===== src/rtl/fifo_gen_dist_ram_param.sv =====
// Parametrised single-clock FIFO on distributed RAM with standard or first-word-fall-through read.
// Optional almost_full/almost_empty outputs are enabled by defining FIFO_ALMOST_FLAGS_EN.
module fifo_gen_dist_ram_param #(
    parameter int WIDTH      = 9,
    parameter int DEPTH      = 16,
    parameter int FWFT       = 0,
    parameter int PROG_FULL  = 14,
    parameter int PROG_EMPTY = 5,
    parameter int CNT_W      = $clog2(DEPTH) + 1
) (
    input  logic             clk,
    input  logic             srst,
    input  logic [WIDTH-1:0] din,
    input  logic             wr_en,
    input  logic             rd_en,
    output logic [WIDTH-1:0] dout,
    output logic             valid,
    output logic             full,
    output logic             empty,
    output logic             prog_full,
    output logic             prog_empty,
    output logic [CNT_W-1:0] data_count,
    output logic             wr_ack,
    output logic             overflow,
`ifdef FIFO_ALMOST_FLAGS_EN
    output logic             almost_full,
    output logic             almost_empty,
`endif
    output logic             underflow
);

    localparam int AW = $clog2(DEPTH);
    localparam logic [CNT_W-1:0] DEPTH_C = CNT_W'(DEPTH);
    localparam logic [CNT_W-1:0] PF_C    = CNT_W'(PROG_FULL);
    localparam logic [CNT_W-1:0] PE_C    = CNT_W'(PROG_EMPTY);

    typedef enum logic {S_EMPTY, S_HOLD} out_state_t;

    logic [WIDTH-1:0] mem [DEPTH];
    logic [AW-1:0]    wr_ptr;
    logic [AW-1:0]    rd_ptr;
    logic [CNT_W-1:0] count;
    logic [CNT_W-1:0] count_next;
    logic [CNT_W-1:0] ram_count;
    out_state_t       state;
    out_state_t       state_next;
    logic             held;
    logic             wr_acc;
    logic             rd_acc;
    logic             ram_pop;

    assign data_count = count;

    // count includes the FWFT output register; ram_count is what still sits in the RAM
    always_comb begin
        held       = (FWFT != 0) && (state == S_HOLD);
        ram_count  = count - CNT_W'(held);
        wr_acc     = wr_en && !full;
        rd_acc     = rd_en && !empty;
        count_next = count + CNT_W'(wr_acc) - CNT_W'(rd_acc);
        ram_pop    = 1'b0;
        state_next = state;
        if (FWFT != 0) begin
            if (state == S_EMPTY) begin
                if (ram_count != '0) begin
                    ram_pop    = 1'b1;
                    state_next = S_HOLD;
                end
            end else if (rd_acc) begin
                if (ram_count != '0) begin
                    ram_pop = 1'b1;
                end else begin
                    state_next = S_EMPTY;
                end
            end
        end else begin
            ram_pop = rd_acc;
        end
    end

    // Storage is never reset; only pointers decide what is visible
    always_ff @(posedge clk) begin
        if (wr_acc) begin
            mem[wr_ptr] <= din;
        end
    end

    always_ff @(posedge clk) begin
        if (srst) begin
            wr_ptr       <= '0;
            rd_ptr       <= '0;
            count        <= '0;
            state        <= S_EMPTY;
            dout         <= '0;
            valid        <= 1'b0;
            full         <= 1'b0;
            empty        <= 1'b1;
            prog_full    <= 1'b0;
            prog_empty   <= 1'b1;
            wr_ack       <= 1'b0;
            overflow     <= 1'b0;
            underflow    <= 1'b0;
`ifdef FIFO_ALMOST_FLAGS_EN
            almost_full  <= 1'b0;
            almost_empty <= 1'b1;
`endif
        end else begin
            if (wr_acc) begin
                wr_ptr <= wr_ptr + 1'b1;
            end
            if (ram_pop) begin
                rd_ptr <= rd_ptr + 1'b1;
                dout   <= mem[rd_ptr];
            end
            state      <= state_next;
            count      <= count_next;
            full       <= (count_next == DEPTH_C);
            prog_full  <= (count_next >= PF_C);
            prog_empty <= (count_next <= PE_C);
            if (FWFT != 0) begin
                empty <= (state_next != S_HOLD);
                valid <= (state_next == S_HOLD);
            end else begin
                empty <= (count_next == '0);
                valid <= rd_acc;
            end
            wr_ack    <= wr_acc;
            overflow  <= wr_en && full;
            underflow <= rd_en && empty;
`ifdef FIFO_ALMOST_FLAGS_EN
            almost_full  <= (count_next >= CNT_W'(DEPTH - 1));
            almost_empty <= (count_next <= CNT_W'(1));
`endif
        end
    end

endmodule


===== config.mk =====
export PLATFORM = sky130hd
export DESIGN_NAME = fifo_gen_dist_ram_param
export DESIGN_NICKNAME = d
export VERILOG_FILES = /design/src/rtl/fifo_gen_dist_ram_param.sv
export SDC_FILE = /design/constraint.sdc
export NUM_CORES = 1
export LEC_CHECK = 0
export ABC_AREA = 1
export ABC_CLOCK_PERIOD_IN_PS = 5000
export CORE_ASPECT_RATIO = 2
export CORE_UTILIZATION = 47
export DETAILED_ROUTE_END_ITERATION = 16
export MAX_ROUTING_LAYER = met4
export SYNTH_ARGS = -nofsm -noshare
export SYNTH_HDL_FRONTEND = slang
export SYNTH_SLANG_ARGS = --single-unit

===== constraint.sdc =====
create_clock -name clk -period 5 [get_ports clk]
set_input_delay 0.5 -clock clk [delete_from_list [all_inputs] [get_ports clk]]
set_output_delay 0.5 -clock clk [all_outputs]
set_load 0.02 [all_outputs]

==> flow_summary.ini <==
[run_status]
status = completed

[synth]
yosysMostFrequentCell = nand2_1
synth_edf_count = 144
yosys.area_share.simple_pct = 23.17
netlist_instances = 660
synth_nets = 684
synth_seq_cells = 174
synth_area_um2 = 7183
ys_warn_count = 0
ys_top_cells_by_count = nand2_1 (214), edfxtp_1 (144), nand3_1 (115)
synth_top_family_by_area = simple AND/OR/NAND/NOR gates
async_reset_ff_share_pct = 0
synth_fa_ha_area_share_pct = 2.021
ys_dominant_reg_cell = edfxtp_1
yosys.area.top_type_share_pct = 60.20
muxShareOfSynthArea_pct = 0
synthTopCellsByArea = edfxtp_1 (60%), nand2_1 (11%), dfxtp_1 (8.4%)
yosysTopAreaCell = edfxtp_1
synth_xor_area_share_pct = 0.3658
synth.avg_cell_area_um2 = 10.88
yosysUniqueCellTypes = 22
ys_seq_area_share_pct = 68.56
synth_compound_area_share_pct = 0.9058

[clocking]
cts_resized = 0
cts_tree = built
path_clk_slew_ns = 0.07
cts_root_buf = clkbuf_16
cts_setup_buffers = 0
clock_sinks = 174
clk_latency_ns = 0.42
clk_path_buf_depth = 2
cts_buffers = 17
hold_buffers = 0
cts-htree-levels = 4

[critical_path]
r2r_cells = 13
max_stage_delay_ns = 0.47
critPathLaunch = wr_en
timing.rr.end = full
critical-path-top-delay-family = adder cells
slowest_stage = clkdlybuf4s50_1
path_max_fanout = 6
cpMostUsedCell = inv_1
path_cells = clkdlybuf4s50_1 > inv_1 > nor2_1 > inv_1 > ha_1 > inv_1 > ha_1 > fa_1 > nand3_1 > nand2_1 > nand2_1 > nand2_1 > nor2_1 > inv_1 > nor2_1
crit_type = input port to register
crit_buf_inv = 5
r2r_start = full
cp.required_ns = 5.36
end_kind = register
crit_arrival_ns = 3.02
start_kind = input port
r2r_slack_ns = 2.53

[global_routing]
grt_first_pass_wirelength_mm = 25.90
grt_usage_pct = 23.97
grt_max_degree = 75
antenna_found_initial = 0
grt-ovfl-total = 0
grt_pass1_vias = 4646

[cells_and_area]
multi_input_area_um2 = 1901
fin_area_um2 = 8212
nNetsFinal = 710
area_growth_pct = 14.32
final_cell_count_no_fill = 894
regArea_um2 = 4926
nFillCells = 1271
drive_gt1_share_pct = 6.724
diodes = 0

[power]
p_per_area_nw_per_um2 = 494.3
ir_drop_mv = 0.3486
p_leak_nw = 3.122

[floorplanning]
die_h_um = 176.8
die-area_um2 = 15810
start_util_pct = 48.22
core_area_um2 = 14900
num_rows = 63
boundaryPins = 35
die_x_um = 89.42

[detailed_routing]
detail-route-antenna-nets = 0
wire_per_inst_um = 18.43
drc = 0
routed_wl_mm = 16.47
drt_iter0_drc = 375
vias_per_cell = 5.168
num_vias = 4620
drt_first_pass_iters = 9

[sta]
relSlewSlack_pct = 32.87
fmax_ghz = 0.3762
finalSetupViolCount = 0
hold_viol = 0
rsz0062_at_grt = false
drv_slew = 0
post-route-period-util_pct = 53.17
finClkSkew_ns = 0.009708
worst_pin_slew_ns = 1.003
period_minus_slack_ns = 2.658
tns_ns = 0

[min_path]
worstHoldEndpoint = underflow
min_path_type = register to register
hp-start = empty
whs_path_depth = 2

[job]
maxCapViolCount = 0

[placed_design]
placed_cell_area_um2 = 7584
gp_congestion = 0.9492
dp_cells = 862
dp_hpwl_mm = 10.84
portBuffers = 34
## final cells by class
| cell class | count | share of cell area (%) |
|---|---|---|
| multi-input cells | 418 | 23.14 |
| flip-flops and latches | 174 | 59.99 |
| clock inverters | 15 | 2.468 |
| repair buffers | 39 | 4.602 |
| clock buffers | 17 | 5.181 |
| well taps | 195 | 2.971 |
| inverters | 36 | 1.646 |
## cells in the final DEF (no fill, tap or decap), drive strengths merged
cell,synthesis,routed
nand2,214,214
edfxtp,144,144
nand3,122,122
nor2,50,50
inv,35,42
clkdlybuf4s50,0,34
dfxtp,30,30
clkbuf,4,17
a21oi,10,10
ha,10,10
clkinv,1,6
buf,28,5
xor2,3,3
o21ai,3,3
nor3,3,3
bufinv,0,3
nor4,2,2
fa,1,1
## how the worst max path moves through the flow
stage	endpoint	cells after the start
after CTS	full	15
after floorplan	full	14
after global placement	full	15
after detailed placement	full	15
final	full	15
after global routing	full	15
## flip-flops by register name, indices dropped and copies added (netlist names)
| register | cells |
|---|---|
| overflow | 1 |
| prog_full | 1 |
| full | 1 |
| data_count | 5 |
| underflow | 1 |
| valid | 1 |
| wr_ack | 1 |
| dout | 9 |
| prog_empty | 1 |
| wr_ptr | 4 |
| rd_ptr | 4 |
| mem | 144 |
| empty | 1 |
## worst register-to-register path: stages (launching register included)
cell	delay, ns
dfxtp_1	0.36
nor2_1	0.30
inv_1	0.18
ha_1	0.31
inv_1	0.04
ha_1	0.20
fa_1	0.40
nand3_1	0.11
nand2_1	0.06
nand2_1	0.07
nand2_1	0.06
nor2_1	0.15
inv_1	0.08
nor2_1	0.09
## through the flow
| step | hold WS (ns) | util (%) | power [mW] | setup WS (ns) |
|---|---|---|---|---|
| 3_5_place_dp | 0.4714 | 50.90 | 2.708 | 1.922 |
| 3_3_place_gp | 0.4873 | 50.90 | 2.698 | 1.984 |
| 2_1_floorplan | 0.4772 | - | 2.393 | 2.683 |
| 4_1_cts | 0.4983 | 55.12 | 4.090 | 2.343 |
| 5_1_grt | 0.5243 | 55.12 | 4.257 | 2.020 |
| 6_report | 0.5000 | 55.12 | 4.059 | 2.342 |
## layer usage
metal / up-vias / track usage [%] / wire [um]
li1: 2283 / - / -
met1: 2152 / 26.72 / 6166
met2: 156 / 41.79 / 9104
met3: 29 / 3.638 / 682
met4: 0 / 10.05 / 520
met5: - / - / 0
## cell families after synthesis
| kind of cell | count (synthesis) |
|---|---|
| flip-flops | 174 |
| AND/OR/NAND/NOR | 391 |
| adder cells (fa/ha/maj) | 11 |
| AO/OA/AOI/OAI | 13 |
| buffers and inverters | 68 |
| XOR/XNOR | 3 |
## report_power, final
| group | switching [mW] | total, mW | internal (mW) |
|---|---|---|---|
| clock | 0.584 | 1.39 | 0.807 |
| sequential | 0.0535 | 1.72 | 1.67 |
| combinational | 0.631 | 0.944 | 0.313 |
| total | 1.27 | 4.06 | 2.79 |
No activity file was read; power rests on OpenSTA's default activity.
